[config.mk]
export PLATFORM = sky130hd
export DESIGN_NAME = oz_muldiv_unit
export DESIGN_NICKNAME = d
export VERILOG_FILES = /design/src/rtl/oz_muldiv_unit.sv
export SDC_FILE = /design/constraint.sdc
export NUM_CORES = 1
export LEC_CHECK = 0
export ABC_AREA = 1
export BUFFER_PORTS_ARGS = -buffer_cell sky130_fd_sc_hd__buf_2
export CAP_MARGIN = 5
export CORE_MARGIN = 3
export CORE_UTILIZATION = 25
export DETAILED_ROUTE_END_ITERATION = 8
export SKIP_CTS_REPAIR_TIMING = 1
export SLEW_MARGIN = 20
export SYNTH_ARGS = -nofsm -noshare
export SYNTH_HDL_FRONTEND = slang
export SYNTH_SLANG_ARGS = --single-unit
[constraint.sdc]
create_clock -name Clk -period 7.1 [get_ports Clk]
set_clock_uncertainty 0.2 [all_clocks]
set_input_delay 1.42 -clock Clk [delete_from_list [all_inputs] [get_ports Clk]]
set_output_delay 1.42 -clock Clk [all_outputs]
set_load 0.02 [all_outputs]
[src/rtl/oz_muldiv_unit.sv]
// Iterative RV M-extension execute unit: radix-2 shift-add multiply and
// restoring divide over a shared accumulator, with valid/ready on both sides.
module oz_muldiv_unit #(
  parameter int unsigned DATA_WIDTH = 32,
  parameter int unsigned TAG_WIDTH  = 5
) (
  input  logic                  Clk,
  input  logic                  Rst_n,
  input  logic                  Flush,
  input  logic                  InValid,
  output logic                  InReady,
  input  logic [2:0]            InOp,
  input  logic [DATA_WIDTH-1:0] InSrc1,
  input  logic [DATA_WIDTH-1:0] InSrc2,
  input  logic [TAG_WIDTH-1:0]  InTag,
  output logic                  OutValid,
  input  logic                  OutReady,
  output logic [DATA_WIDTH-1:0] OutResult,
  output logic [TAG_WIDTH-1:0]  OutTag,
  output logic                  OutDivZero,
  output logic                  Busy
);

  localparam int unsigned W  = DATA_WIDTH;
  localparam int unsigned CW = $clog2(DATA_WIDTH);

  typedef enum logic [1:0] {IDLE, CALC, DONE} state_t;

  state_t              state, state_nxt;
  logic [CW-1:0]       cnt;
  logic [2:0]          op_q;
  logic [TAG_WIDTH-1:0] tag_q;
  logic                neg_q;
  logic [W:0]          b_q;
  logic [2*W:0]        acc;
  logic [W-1:0]        res_q;
  logic                dz_q;

  // request decode
  logic          is_mul, s1_signed, s2_signed, neg1, neg2;
  logic [W:0]    ext1, ext2, mag1, mag2;
  logic          div_zero, overflow, special, res_neg, accept;
  logic [W-1:0]  special_res;

  always_comb begin
    is_mul    = !InOp[2];
    s1_signed = is_mul ? (InOp[1:0] != 2'b11) : !InOp[0];
    s2_signed = is_mul ? !InOp[1] : !InOp[0];
    neg1      = s1_signed & InSrc1[W-1];
    neg2      = s2_signed & InSrc2[W-1];
    ext1      = {neg1, InSrc1};
    ext2      = {neg2, InSrc2};
    mag1      = neg1 ? -ext1 : ext1;
    mag2      = neg2 ? -ext2 : ext2;
    div_zero  = InOp[2] & (InSrc2 == '0);
    overflow  = InOp[2] & !InOp[0] & (InSrc1 == {1'b1, {(W-1){1'b0}}}) & (&InSrc2);
    special   = div_zero | overflow;
    res_neg   = (InOp[2] & InOp[1]) ? neg1 : (neg1 ^ neg2);
    if (div_zero)
      special_res = InOp[1] ? InSrc1 : '1;
    else
      special_res = InOp[1] ? '0 : InSrc1;
    accept    = InValid & InReady;
  end

  // one radix-2 step; acc = {carry/rem-msb, hi, lo}
  logic [W:0]     sum, shifted;
  logic [W+1:0]   diff;
  logic [2*W:0]   step_acc;
  logic [2*W-1:0] prod, prod_s;
  logic [W-1:0]   quo, rem, quo_s, rem_s, fix_res;

  always_comb begin
    sum      = {1'b0, acc[2*W-1:W]} + (acc[0] ? b_q : '0);
    shifted  = {acc[2*W-1:W], acc[W-1]};
    diff     = {1'b0, shifted} - {1'b0, b_q};
    if (op_q[2])
      step_acc = diff[W+1] ? {shifted, acc[W-2:0], 1'b0}
                           : {diff[W:0], acc[W-2:0], 1'b1};
    else
      step_acc = {1'b0, sum, acc[W-1:1]};
    prod     = step_acc[2*W-1:0];
    prod_s   = neg_q ? -prod : prod;
    quo      = step_acc[W-1:0];
    rem      = step_acc[2*W-1:W];
    quo_s    = neg_q ? -quo : quo;
    rem_s    = neg_q ? -rem : rem;
    if (op_q[2])
      fix_res = op_q[1] ? rem_s : quo_s;
    else
      fix_res = (op_q[1:0] == 2'b00) ? prod_s[W-1:0] : prod_s[2*W-1:W];
  end

  always_comb begin
    state_nxt = state;
    case (state)
      IDLE: if (accept) state_nxt = special ? DONE : CALC;
      CALC: if (cnt == '0) state_nxt = DONE;
      DONE: if (OutReady) state_nxt = IDLE;
      default: state_nxt = IDLE;
    endcase
    if (Flush) state_nxt = IDLE;
  end

  always_ff @(posedge Clk or negedge Rst_n) begin
    if (!Rst_n) state <= IDLE;
    else        state <= state_nxt;
  end

  always_ff @(posedge Clk or negedge Rst_n) begin
    if (!Rst_n) begin
      cnt   <= '0;
      op_q  <= '0;
      tag_q <= '0;
      neg_q <= 1'b0;
      b_q   <= '0;
      acc   <= '0;
      res_q <= '0;
      dz_q  <= 1'b0;
    end else if (accept) begin
      op_q  <= InOp;
      tag_q <= InTag;
      neg_q <= res_neg;
      b_q   <= mag2;
      acc   <= {{W{1'b0}}, mag1};
      cnt   <= CW'(W - 1);
      dz_q  <= div_zero;
      if (special) res_q <= special_res;
    end else if (state == CALC) begin
      acc <= step_acc;
      cnt <= cnt - CW'(1);
      if (cnt == '0) res_q <= fix_res;
    end
  end

  assign InReady    = (state == IDLE) & !Flush;
  assign Busy       = (state != IDLE);
  assign OutValid   = (state == DONE);
  assign OutResult  = res_q;
  assign OutTag     = tag_q;
  assign OutDivZero = dz_q;

endmodule

==> out/results.ini <==
[critical_path]
r2r_cells=21
crit_fanout=35
worst_ep_arrival_time_ps=5260
worstSetupPathType=in2reg
critPathLaunchType=input pin
crit_required_ps=7270
cp-end-kind=flop

[logic_synthesis]
synth.distinct_cells=56
synth-seq-area-share_pct=20.38
netlist_area_um2=17930
syn_area_per_cell_um2=5.796
ys_seq_elements=146
synthMostInstantiatedCell=nand2_1
ys_warn_count=0
synth-edff-count=0
synthesis.instances=3093
synthArstFlopShare_pct=100.0
yosys.area.top_type=dfrtp_1
ys.flop_type=dfrtp_1
synth_area_leaders=dfrtp_1, nand2_1, inv_1
synth_top_area_share_pct=20.38
synth_common_cells=nand2_1, inv_1, nor2_1, nand3_1, o21ai_0
syn-num-nets=3244

[route]
first_iter_violations=2255
dr_total_vias=20690
drc=0
drt_first_pass_iters=6
avgViaCountPerCell=5.055
drt_wl_total_um=76780
ant_nets=0
wl_per_cell_um=18.76

[final_layout]
drive_gt1_share_pct=9.959
num-fill-cells=7952
fin_util_pct=28.30
antenna_cells=0
area_delta_synth_final_pct=11.34
final_nets=3291

[grt]
grt_pass1_vias=18770
grt_max_degree=80
grt_pass1_wl_um=114600
overflow=0
track_usage_pct=19.99
grt_antenna_before_repair=1

[timing]
tns_ps=0
finalCriticalPeriod_ps=5086
fmax_ghz=0.1966
relSlewSlack_pct=39.89
rsz0062_at_grt=false
finalSetupViolations=0
worst_pin_slew_ps=892.2
hold_violations=0
fin_crit_sh_pct=71.63
slew_viol_final=0

[job]
maxCapViolCount=0

[hold_path]
min_path_cells=2
hold_class=reg2reg

[clocking]
cts_tree=done
worstSkewPairLatency_ps=490
clk_transition_reported_paths_ps=80
root_buffer=clkbuf_16
cts_made_buffers=17
htreeDepth=4
cts_buffer_depth=2
numClockSinks=146

[outcome]
status=finished, final reports clean

[pwr]
peakVddDrop_mv=0.2623
cellLeakagePower_nw=10.20
power-per-cell-area_nw_per_um2=502.7

[floorplan]
core_area_um2=70510
die_width_um=273.8
initial_core_util_pct=25.42
die-area_um2=74950
num_rows=97
die_h_um=273.8
num_io_pins=118

[placement]
place_hpwl_um=61130
port_buffers=117
place.gp.congestion=0.9829

per-stage QoR:
step	hold WS, ps	instances	power, mW	worst slack (ps)	cell area, um2
3_5_place_dp	260.7	4061	8.940	1627	19370
3_3_place_gp	266.3	4061	8.946	1798	19370
2_1_floorplan	249.2	3093	6.644	3294	17930
4_1_cts	284.1	4093	9.922	2110	19960
5_1_grt	302.9	4093	10.85	1737	19960
6_report	278.6	4093	10.03	2014	19960
kinds of logic (layout without fill, tap and decap cells):
group           Yosys count  in the layout  share of synthesized area, %
compound gates          499            499                         15.68
xor+xnor                 84             84                         4.104
fa+ha+maj                74             74                         5.249
buf+inv                 572            632                         12.47
flops                   146            146                         20.38
simple gates           1718           1718                         42.11
layout by cell type, fill, tap and decap left out, drive strengths merged, types with 13 or more instances in the layout:
cell    synthesis  routed
ha             72      72
a21oi         169     169
o21ai         212     212
nand3b         16      16
nand4          49      49
xor2           65      65
o22ai          26      26
a21boi         13      13
nand2         906     906
o211ai         13      13
nor2          329     329
o221ai         27      27
nand3         310     310
xnor2          19      19
inv           455     466
nor3           49      49
buf            44     140
clkbuf         68      17
dfrtp         146     146
or2            40      40
report_power, final:
group / switching [mW] / internal (mW)
sequential: 0.362 / 1.16
combinational: 5.36 / 2.20
clock: 0.476 / 0.470
area by class of cell:
| type | count | area, um2 | share of cell area [%] |
|---|---|---|---|
| Multi-Input combinational cell | 2375 | 12050 | 60.36 |
| Tap cell | 940 | 1176 | 5.893 |
| Timing Repair Buffer | 140 | 764.5 | 3.830 |
| Sequential cell | 146 | 3659 | 18.33 |
| Clock buffer | 17 | 425.4 | 2.132 |
| Inverter | 460 | 1727 | 8.652 |
| Clock inverter | 15 | 160.2 | 0.8025 |
state kept, by name, summed over array words and instances, names as in the netlist:
name	count
acc	64
OutDivZero	1
cnt	5
OutTag	5
state	2
b_q	33
op_q	3
OutResult	32
neg_q	1
final timing paths:
| path | from | endpoint | slack [ps] |
|---|---|---|---|
| min in group asynchronous | Rst_n | OutResult[8] | 680 |
| hold reg to reg | OutTag[2] | OutTag[2] | 280 |
| max in group asynchronous | Rst_n | op_q[2] | 4610 |
| hold / removal | OutTag[2] | OutTag[2] | 280 |
| setup reg to reg | acc[61] | OutResult[0] | 2180 |
| setup / recovery | InSrc1[0] | OutResult[4] | 2010 |
critical path, cell delays in order:
cell,delay [ps]
buf_2,110
inv_1,100
ha_1,190
inv_1,60
nor3_1,200
nand3_1,150
nor3_1,360
nand4_1,150
nor4_1,610
nand4_1,250
nand3_1,170
nand3_1,100
buf_4,250
inv_1,690
nand2_1,140
a21oi_1,170
a2bb2oi_1,80
routing by layer:
layer,part of all wire [%],vias up,GRT usage [%]
met2,46,836,32.48
met4,3.7,0,7.837
li1,-,10090,-
met5,0,-,0
met3,6.3,143,2.077
met1,44,9621,27.11
No activity file was read; power rests on OpenSTA's default activity.
